### src/rtl/cache_pkg.sv
// rtl/cache_pkg.sv - shared geometry, metadata layout and FSM states for the cache fill controller
package cache_pkg;
    localparam int TAG_W     = 6;
    localparam int SET_W     = 6;
    localparam int WORDS     = 8;
    localparam int MEM_LAT   = 4;
    localparam int WORD_W    = $clog2(WORDS);
    localparam int NUM_SETS  = 1 << SET_W;
    localparam int ADDR_W    = 16;
    localparam int META_W    = 8;
    localparam int TAG_MSB   = 7;
    localparam int LRU_BIT   = 1;
    localparam int VALID_BIT = 0;

    typedef enum logic [1:0] {
        IDLE   = 2'd0,
        FILL   = 2'd1,
        COMMIT = 2'd2
    } state_t;

    // Metadata word that marks a way valid and most recently used.
    function automatic logic [META_W-1:0] meta_mru(input logic [TAG_W-1:0] tag);
        logic [META_W-1:0] m;
        m                     = '0;
        m[TAG_MSB -: TAG_W]   = tag;
        m[LRU_BIT]            = 1'b1;
        m[VALID_BIT]          = 1'b1;
        return m;
    endfunction

    function automatic logic [NUM_SETS-1:0] onehot_set(input logic [SET_W-1:0] s);
        return {{(NUM_SETS-1){1'b0}}, 1'b1} << s;
    endfunction

    function automatic logic [WORDS-1:0] onehot_word(input logic [WORD_W-1:0] w);
        return {{(WORDS-1){1'b0}}, 1'b1} << w;
    endfunction
endpackage

### src/rtl/cache_fill_ctrl_if.sv
// rtl/cache_fill_ctrl_if.sv - request, metadata/data array and memory signals of the fill controller
// CACHE_FILL_CTRL_STATS_EN adds the hit_count/miss_count outputs.
interface cache_fill_ctrl_if;
    import cache_pkg::*;

    logic                  req_valid;
    logic                  req_write;
    logic [ADDR_W-1:0]     req_addr;
    logic [META_W-1:0]     tag_out0;
    logic [META_W-1:0]     tag_out1;
    logic                  mem_data_valid;
    logic                  hit;
    logic                  stall;
    logic [NUM_SETS-1:0]   set_enable;
    logic [META_W-1:0]     meta_din;
    logic                  meta_write0;
    logic                  meta_write1;
    logic                  data_write0;
    logic                  data_write1;
    logic [WORDS-1:0]      word_enable;
    logic                  data_sel_mem;
    logic                  mem_read_en;
    logic [ADDR_W-1:0]     mem_addr;
`ifdef CACHE_FILL_CTRL_STATS_EN
    logic [15:0]           hit_count;
    logic [15:0]           miss_count;
`endif

    modport master (
`ifdef CACHE_FILL_CTRL_STATS_EN
        output hit_count, miss_count,
`endif
        input  req_valid, req_write, req_addr, tag_out0, tag_out1, mem_data_valid,
        output hit, stall, set_enable, meta_din, meta_write0, meta_write1,
               data_write0, data_write1, word_enable, data_sel_mem, mem_read_en, mem_addr
    );

    modport slave (
`ifdef CACHE_FILL_CTRL_STATS_EN
        input  hit_count, miss_count,
`endif
        output req_valid, req_write, req_addr, tag_out0, tag_out1, mem_data_valid,
        input  hit, stall, set_enable, meta_din, meta_write0, meta_write1,
               data_write0, data_write1, word_enable, data_sel_mem, mem_read_en, mem_addr
    );
endinterface

### src/rtl/cache_fill_seq.sv
// rtl/cache_fill_seq.sv - block fill issue/receive counters and memory word address generation
module cache_fill_seq
    import cache_pkg::*;
#(
    parameter int N_WORDS = WORDS
) (
    input  logic              i_clk,
    input  logic              i_rst,
    input  logic              i_start,
    input  logic              i_active,
    input  logic              i_data_valid,
    input  logic [TAG_W-1:0]  i_tag,
    input  logic [SET_W-1:0]  i_set,
    output logic              o_mem_read_en,
    output logic [ADDR_W-1:0] o_mem_addr,
    output logic              o_done,
    output logic [WORD_W-1:0] o_word
);
    localparam logic [WORD_W-1:0] LAST = WORD_W'(N_WORDS - 1);

    logic [WORD_W-1:0] r_issue_cnt;
    logic [WORD_W-1:0] r_recv_cnt;
    logic              r_issuing;

    always_ff @(posedge i_clk) begin
        if (i_rst) begin
            r_issue_cnt <= '0;
            r_recv_cnt  <= '0;
            r_issuing   <= 1'b0;
        end else if (i_start) begin
            r_issue_cnt <= '0;
            r_recv_cnt  <= '0;
            r_issuing   <= 1'b1;
        end else begin
            if (r_issuing) begin
                r_issue_cnt <= r_issue_cnt + 1'b1;
                if (r_issue_cnt == LAST)
                    r_issuing <= 1'b0;
            end
            if (i_active && i_data_valid)
                r_recv_cnt <= r_recv_cnt + 1'b1;
        end
    end

    assign o_mem_read_en = r_issuing;
    assign o_mem_addr    = r_issuing ? {i_tag, i_set, r_issue_cnt, 1'b0} : '0;
    assign o_done        = i_active && i_data_valid && (r_recv_cnt == LAST);
    assign o_word        = r_recv_cnt;
endmodule

### src/rtl/cache_fill_ctrl.sv
// rtl/cache_fill_ctrl.sv - 2-way set-associative hit check, victim select and read-miss block fill
// CACHE_FILL_CTRL_STATS_EN adds saturating read hit/miss counters.
module cache_fill_ctrl #(
    parameter int MEM_LAT = cache_pkg::MEM_LAT,
    parameter int WORDS   = cache_pkg::WORDS
) (
    input  logic              clk,
    input  logic              rst,
    cache_fill_ctrl_if.master bus
);
    import cache_pkg::state_t, cache_pkg::IDLE, cache_pkg::FILL, cache_pkg::COMMIT;
    import cache_pkg::TAG_W, cache_pkg::SET_W, cache_pkg::WORD_W;
    import cache_pkg::TAG_MSB, cache_pkg::LRU_BIT, cache_pkg::VALID_BIT;
    import cache_pkg::meta_mru, cache_pkg::onehot_set, cache_pkg::onehot_word;

    state_t             r_state;
    logic [TAG_W-1:0]   r_tag;
    logic [SET_W-1:0]   r_set;
    logic               r_victim;

    logic [TAG_W-1:0]   w_req_tag;
    logic [SET_W-1:0]   w_req_set;
    logic [WORD_W-1:0]  w_req_word;
    logic               w_hit0;
    logic               w_hit1;
    logic               w_hit;
    logic               w_read_miss;
    logic               w_victim;
    logic               w_done;
    logic [WORD_W-1:0]  w_word;
    logic               w_unused;

    assign w_req_tag  = bus.req_addr[15:10];
    assign w_req_set  = bus.req_addr[9:4];
    assign w_req_word = bus.req_addr[3:1];
    assign w_unused   = bus.req_addr[0];

    assign w_hit0      = bus.tag_out0[VALID_BIT] && (bus.tag_out0[TAG_MSB -: TAG_W] == w_req_tag);
    assign w_hit1      = bus.tag_out1[VALID_BIT] && (bus.tag_out1[TAG_MSB -: TAG_W] == w_req_tag);
    assign w_hit       = (r_state == IDLE) && bus.req_valid && (w_hit0 || w_hit1);
    assign w_read_miss = (r_state == IDLE) && bus.req_valid && !bus.req_write && !(w_hit0 || w_hit1);

    // Invalid way first (way0 first), then the way flagged LRU; ties go to way0.
    assign w_victim = !bus.tag_out0[VALID_BIT] ? 1'b0 :
                      !bus.tag_out1[VALID_BIT] ? 1'b1 :
                      (bus.tag_out1[LRU_BIT] && !bus.tag_out0[LRU_BIT]);

    cache_fill_seq #(
        .N_WORDS (WORDS)
    ) u_seq (
        .i_clk         (clk),
        .i_rst         (rst),
        .i_start       (w_read_miss),
        .i_active      (r_state == FILL),
        .i_data_valid  (bus.mem_data_valid),
        .i_tag         (r_tag),
        .i_set         (r_set),
        .o_mem_read_en (bus.mem_read_en),
        .o_mem_addr    (bus.mem_addr),
        .o_done        (w_done),
        .o_word        (w_word)
    );

    always_ff @(posedge clk) begin
        if (rst) begin
            r_state  <= IDLE;
            r_tag    <= '0;
            r_set    <= '0;
            r_victim <= 1'b0;
        end else begin
            case (r_state)
                IDLE: begin
                    if (w_read_miss) begin
                        r_tag    <= w_req_tag;
                        r_set    <= w_req_set;
                        r_victim <= w_victim;
                        r_state  <= FILL;
                    end
                end
                FILL:    if (w_done) r_state <= COMMIT;
                COMMIT:  r_state <= IDLE;
                default: r_state <= IDLE;
            endcase
        end
    end

    // Metadata strobes are masked during rst so an aborted fill never commits.
    always_comb begin
        bus.hit          = w_hit;
        bus.stall        = (r_state != IDLE) || w_read_miss;
        bus.set_enable   = '0;
        bus.meta_din     = '0;
        bus.meta_write0  = 1'b0;
        bus.meta_write1  = 1'b0;
        bus.data_write0  = 1'b0;
        bus.data_write1  = 1'b0;
        bus.word_enable  = '0;
        bus.data_sel_mem = 1'b0;
        case (r_state)
            IDLE: begin
                if (bus.req_valid) begin
                    bus.set_enable = onehot_set(w_req_set);
                    if (w_hit) begin
                        bus.meta_din    = meta_mru(w_req_tag);
                        bus.meta_write0 = w_hit0 && !rst;
                        bus.meta_write1 = !w_hit0 && !rst;
                        if (bus.req_write) begin
                            bus.data_write0 = w_hit0;
                            bus.data_write1 = !w_hit0;
                            bus.word_enable = onehot_word(w_req_word);
                        end
                    end
                end
            end
            FILL: begin
                bus.set_enable = onehot_set(r_set);
                if (bus.mem_data_valid) begin
                    bus.data_write0  = !r_victim;
                    bus.data_write1  = r_victim;
                    bus.word_enable  = onehot_word(w_word);
                    bus.data_sel_mem = 1'b1;
                end
            end
            COMMIT: begin
                bus.set_enable  = onehot_set(r_set);
                bus.meta_din    = meta_mru(r_tag);
                bus.meta_write0 = !r_victim && !rst;
                bus.meta_write1 = r_victim && !rst;
            end
            default: ;
        endcase
    end

`ifdef CACHE_FILL_CTRL_STATS_EN
    logic [15:0] r_hit_count;
    logic [15:0] r_miss_count;

    always_ff @(posedge clk) begin
        if (rst) begin
            r_hit_count  <= '0;
            r_miss_count <= '0;
        end else begin
            if (w_hit && !bus.req_write && (r_hit_count != 16'hFFFF))
                r_hit_count <= r_hit_count + 16'd1;
            if (w_read_miss && (r_miss_count != 16'hFFFF))
                r_miss_count <= r_miss_count + 16'd1;
        end
    end

    assign bus.hit_count  = r_hit_count;
    assign bus.miss_count = r_miss_count;
`endif
endmodule

### src/flat_wrapper.sv
// flat-port wrapper written by rule: the top's interface ports become plain ports
module cache_fill_ctrl_flat import cache_pkg::state_t, cache_pkg::IDLE, cache_pkg::FILL, cache_pkg::COMMIT; import cache_pkg::TAG_W, cache_pkg::SET_W, cache_pkg::WORD_W; import cache_pkg::TAG_MSB, cache_pkg::LRU_BIT, cache_pkg::VALID_BIT; import cache_pkg::meta_mru, cache_pkg::onehot_set, cache_pkg::onehot_word;
#(
    parameter int MEM_LAT = cache_pkg::MEM_LAT,
    parameter int WORDS   = cache_pkg::WORDS
)
  (clk, rst, bus_req_valid, bus_req_write, bus_req_addr, bus_tag_out0, bus_tag_out1, bus_mem_data_valid, bus_hit, bus_stall, bus_set_enable, bus_meta_din, bus_meta_write0, bus_meta_write1, bus_data_write0, bus_data_write1, bus_word_enable, bus_data_sel_mem, bus_mem_read_en, bus_mem_addr);
  cache_fill_ctrl_if bus_i ();
  input  logic clk;
  input  logic rst;
  input wire logic [$bits(bus_i.req_valid)-1:0] bus_req_valid;
  input wire logic [$bits(bus_i.req_write)-1:0] bus_req_write;
  input wire logic [$bits(bus_i.req_addr)-1:0] bus_req_addr;
  input wire logic [$bits(bus_i.tag_out0)-1:0] bus_tag_out0;
  input wire logic [$bits(bus_i.tag_out1)-1:0] bus_tag_out1;
  input wire logic [$bits(bus_i.mem_data_valid)-1:0] bus_mem_data_valid;
  output wire logic [$bits(bus_i.hit)-1:0] bus_hit;
  output wire logic [$bits(bus_i.stall)-1:0] bus_stall;
  output wire logic [$bits(bus_i.set_enable)-1:0] bus_set_enable;
  output wire logic [$bits(bus_i.meta_din)-1:0] bus_meta_din;
  output wire logic [$bits(bus_i.meta_write0)-1:0] bus_meta_write0;
  output wire logic [$bits(bus_i.meta_write1)-1:0] bus_meta_write1;
  output wire logic [$bits(bus_i.data_write0)-1:0] bus_data_write0;
  output wire logic [$bits(bus_i.data_write1)-1:0] bus_data_write1;
  output wire logic [$bits(bus_i.word_enable)-1:0] bus_word_enable;
  output wire logic [$bits(bus_i.data_sel_mem)-1:0] bus_data_sel_mem;
  output wire logic [$bits(bus_i.mem_read_en)-1:0] bus_mem_read_en;
  output wire logic [$bits(bus_i.mem_addr)-1:0] bus_mem_addr;
  assign bus_i.req_valid = bus_req_valid;
  assign bus_i.req_write = bus_req_write;
  assign bus_i.req_addr = bus_req_addr;
  assign bus_i.tag_out0 = bus_tag_out0;
  assign bus_i.tag_out1 = bus_tag_out1;
  assign bus_i.mem_data_valid = bus_mem_data_valid;
  assign bus_hit = bus_i.hit;
  assign bus_stall = bus_i.stall;
  assign bus_set_enable = bus_i.set_enable;
  assign bus_meta_din = bus_i.meta_din;
  assign bus_meta_write0 = bus_i.meta_write0;
  assign bus_meta_write1 = bus_i.meta_write1;
  assign bus_data_write0 = bus_i.data_write0;
  assign bus_data_write1 = bus_i.data_write1;
  assign bus_word_enable = bus_i.word_enable;
  assign bus_data_sel_mem = bus_i.data_sel_mem;
  assign bus_mem_read_en = bus_i.mem_read_en;
  assign bus_mem_addr = bus_i.mem_addr;
  cache_fill_ctrl #(.MEM_LAT(MEM_LAT), .WORDS(WORDS)) u_core (.clk(clk), .rst(rst), .bus(bus_i));
endmodule
### config.mk
export PLATFORM = sky130hd
export DESIGN_NAME = cache_fill_ctrl_flat
export DESIGN_NICKNAME = d
export VERILOG_FILES = /design/src/rtl/cache_pkg.sv /design/src/rtl/cache_fill_ctrl_if.sv /design/src/rtl/cache_fill_seq.sv /design/src/rtl/cache_fill_ctrl.sv /design/src/flat_wrapper.sv
export SDC_FILE = /design/constraint.sdc
export NUM_CORES = 1
export LEC_CHECK = 0
export CAP_MARGIN = 20
export CORE_AREA = 2 2 68 70
export CTS_CLUSTER_SIZE = 14
export DETAILED_ROUTE_END_ITERATION = 16
export DIE_AREA = 0 0 70 72
export DONT_BUFFER_PORTS = 1
export GPL_TIMING_DRIVEN = 0
export PLACE_DENSITY = 0.77
export REMOVE_ABC_BUFFERS = 1
export SLEW_MARGIN = 20
export SYNTH_ARGS = -nofsm -noshare
export SYNTH_HDL_FRONTEND = slang
export SYNTH_HIERARCHICAL = 1
export SYNTH_SLANG_ARGS = --single-unit
### constraint.sdc
create_clock -name clk -period 2.2 [get_ports clk]
set_input_delay 0.22 -clock clk [delete_from_list [all_inputs] [get_ports clk]]
set_output_delay 0.22 -clock clk [all_outputs]
set_load 0.05 [all_outputs]
==> results.sh <==
export IMPL_status="finished, violations left"
export IMPL_violations="negative setup slack"
export IMPL_rsz0062_at_grt="yes"
export IMPL_die_h_um=72
export IMPL_synth_area_leaders="a22oi_1 18%, dfxtp_1 16%, nor2_1 14%"
export IMPL_reg2reg_depth=7
export IMPL_synthXorXnorAreaFrac_pct=4.252
export IMPL_min_from="rst"
export IMPL_die_area_um2=5040
export IMPL_initial_core_util_pct=62.79
export IMPL_crit_family="simple AND/OR/NAND/NOR gates"
export IMPL_power_leakage_nw=1.291
export IMPL_num_fill_cells=139
export IMPL_fp_dieW_um=70
export IMPL_switchingPower_uw=916.5
export IMPL_rr_endpoint="u_core/u_seq/r_issue_cnt[2]"
export IMPL_async_reset_ff_share_pct=0
export IMPL_num_vias=3529
export IMPL_clk_latency_ps=260
export IMPL_r2r_start="u_core/r_state[1]"
export IMPL_ys_seq_elements=22
export IMPL_yosysMostFrequentCell="nor2_1"
export IMPL_cts_sinks=22
export IMPL_root_buffer="clkbuf_8"
export IMPL_area_delta_synth_final_pct=47.29
export IMPL_cp_max_fo=6
export IMPL_synthMuxAreaShare_pct=5.607
export IMPL_slowest_delay_ps=510
export IMPL_fp_row_count=24
export IMPL_cpMaxStageDelayCell="nor3_1"
export IMPL_max_freq_mhz=405.3
export IMPL_slew_viol_final=0
export IMPL_grt_pass1_vias=3087
export IMPL_grt_overflow_total=0
export IMPL_crit_buf_inv=1
export IMPL_synthAdderAreaFrac_pct=4.206
export IMPL_synth_edf_count=0
export IMPL_vdd_drop_max_uv=601.6
export IMPL_hold_viol_final=0
export IMPL_p_per_area_nw_per_um2=508.1
export IMPL_yosys_area_top_type="a22oi_1"
export IMPL_comb_power_share_pct=54.8
export IMPL_htree_levels=1
export IMPL_synth_area_um2=2678
export IMPL_period_share_pct=112.2
export IMPL_crit_arrival_ps=2250
export IMPL_synth_compound_area_share_pct=27.24
export IMPL_grt_use_total_pct=36.00
export IMPL_fin_crit_ps=2468
export IMPL_clockBufferDepth=2
export IMPL_ant_nets=0
export IMPL_max_slew_worst_pin_slew_ps=1104
export IMPL_antenna_cells=0
export IMPL_instances_no_fill=448
export IMPL_wirelength_um=11640
export IMPL_hold_path_class="in2reg"
export IMPL_hold_ws_ps=13.78
export IMPL_total_power_mw=2.004
export IMPL_fin_skew_ps=5.334
export IMPL_viasPerCell=7.877
export IMPL_grt_first_pass_wirelength_um=15030
export IMPL_crit_path_end_kind="output port"
export IMPL_drv_cap=0
export IMPL_core_um2=4264
export IMPL_drtIter0Drc=726
export IMPL_drc=0
export IMPL_slew_headroom_pct=26.30
export IMPL_synthSimpleGateAreaFrac_pct=35.65
export IMPL_yosysWarnings=6
export IMPL_synth_top_family_by_area="simple AND/OR/NAND/NOR gates"
export IMPL_regArea_um2=445.4
export IMPL_cp_start_kind="flop"
export IMPL_drive_above_1_share_pct=46.97
export IMPL_hpwl_um=5577
export IMPL_ys_flop_type="dfxtp_1"
export IMPL_numCtsBuffers=3
export IMPL_place_congestion=0.8664
export IMPL_setup_viol=35
export IMPL_timing_final_ws_setup_ps=-267.6
export IMPL_portBuffers=0
export IMPL_path_class="reg2out"
export IMPL_hold_end="u_core/r_victim"
export IMPL_seqPwrFrac_pct=26.1
export IMPL_grt_max_degree=52
export IMPL_antenna_found_initial=0
export IMPL_multiInputGateArea_um2=2974
export IMPL_internal_power_mw=1.087
export IMPL_syn_inst=382
export IMPL_p_sw_share_pct=45.73
export IMPL_avgSynthCellArea_um2=7.009
export IMPL_wire_per_inst_um=25.99
export IMPL_pin_count=141
export IMPL_dp_cells=408
export IMPL_netlist_area_leader_share_pct=17.94
export IMPL_cts_tree="built"
export IMPL_path_clk_slew_ps=80
export IMPL_crit_required_ps=1980
export IMPL_holdPathStages=1
export IMPL_crit_chain="inv_4, ha_4, nand3b_1, nor3_1, a22oi_1, nor2_4"
export IMPL_synth_cell_types=47
export IMPL_yosys_top_cells_count="103 x nor2_1, 64 x a22oi_1, 22 x dfxtp_1"
export IMPL_final_nets=443
export IMPL_power_share_clock_pct=19.1
export IMPL_synth_seq_area_share_pct=16.45
export IMPL_reg2reg_setup_slack_ps=330
export IMPL_drt_pass1_iter_count=8
## cells in the final DEF (no fill, tap or decap), types with 3 or more instances in the layout
cell	count
nor2_2	3
o21ai_0	3
buf_4	32
a22oi_1	50
nand3b_1	4
a21bo_2	3
o22ai_4	6
xnor2_2	3
xnor2_1	4
and2_1	16
ha_4	3
nand2_1	6
nor2_1	32
nor3_4	3
nand3_1	5
clkbuf_8	3
nor2_4	68
a21oi_2	3
dfxtp_2	4
and3_1	6
nor3_1	8
inv_1	5
ha_1	6
nand2b_1	11
buf_6	3
mux2i_1	15
a22o_2	6
a21oi_1	4
xor2_1	6
a22oi_2	14
dfxtp_1	18
## routing by layer
layer	vias to the layer above	global-route usage, %	share of wire (%)
met2	395	66.88	49
met4	0	19.02	7.0
met3	112	6.111	12
met1	1616	39.30	33
met5	-	0	0
li1	1406	-	-
## through the flow
step / util [%] / setup TNS [ps] / area (um2) / setup WS [ps]
floorplan: - / -27270 / 2531 / -689.8
global placement: 60.89 / -66060 / 2596 / -1355
detailed placement: 62.32 / -47230 / 2658 / -879.2
CTS: 85.59 / -1250 / 3650 / -137.7
global route: 92.49 / -6804 / 3944 / -303.1
finish: 92.49 / -4884 / 3944 / -267.6
## logic make-up (layout without fill, tap and decap cells)
family,after synthesis,in the layout
xor gates and xnor gates,13,13
and+or+nand+nor,190,190
other,1,1
AOI/OAI and AO/OA,96,96
DFF,22,22
muxes,15,15
adders and majority gates,9,9
buffers and inverters,36,50
## final cells by class
class	instances	area share (%)
clock buffers	3	1.047
flip-flops and latches	22	11.29
repair buffers	39	9.042
clock inverters	1	0.7614
multi-input cells	324	75.41
inverters	7	0.7931
well taps	52	1.650
## sequential cells by signal, summed over array words and instances, names as in the netlist
name                        flops
u_core/r_set                    6
u_core/r_state                  2
u_core/r_tag                    6
u_core/r_victim                 1
u_core/u_seq/o_mem_read_en      1
u_core/u_seq/o_word             3
u_core/u_seq/r_issue_cnt        3
## worst max-delay path by stage
| stage | from | end | depth (start not counted) |
|---|---|---|---|
| after CTS | u_core/r_state[1] | bus_set_enable[0] | 6 |
| after floorplan | u_core/r_state[1] | bus_word_enable[4] | 5 |
| after global placement | u_core/r_state[1] | bus_set_enable[0] | 6 |
| after detailed placement | u_core/r_state[1] | bus_set_enable[41] | 6 |
| final | u_core/r_state[1] | bus_set_enable[1] | 6 |
| after global routing | u_core/r_state[1] | bus_set_enable[1] | 6 |
## power by group through the flow
stage               Sequential [mW]  Combinational (mW)  Clock (mW)
finish                        0.523                1.10       0.382
global placement              0.507               0.646           0
global route                  0.525                1.13       0.396
floorplan                     0.491               0.567           0
detailed placement            0.511               0.670           0
CTS                           0.508               0.873       0.383
## timing repair
item | CTS | global route
hold buffers | 0 | 1
setup buffers | 13 | 22
resized for setup | 201 | 22
pin swaps | 29 | 35
endpoints found under the hold margin | 0 | 1
cloned | 0 | 1
endpoints found under the setup margin | 100 | 74
Power figures use the tool's default switching activity.
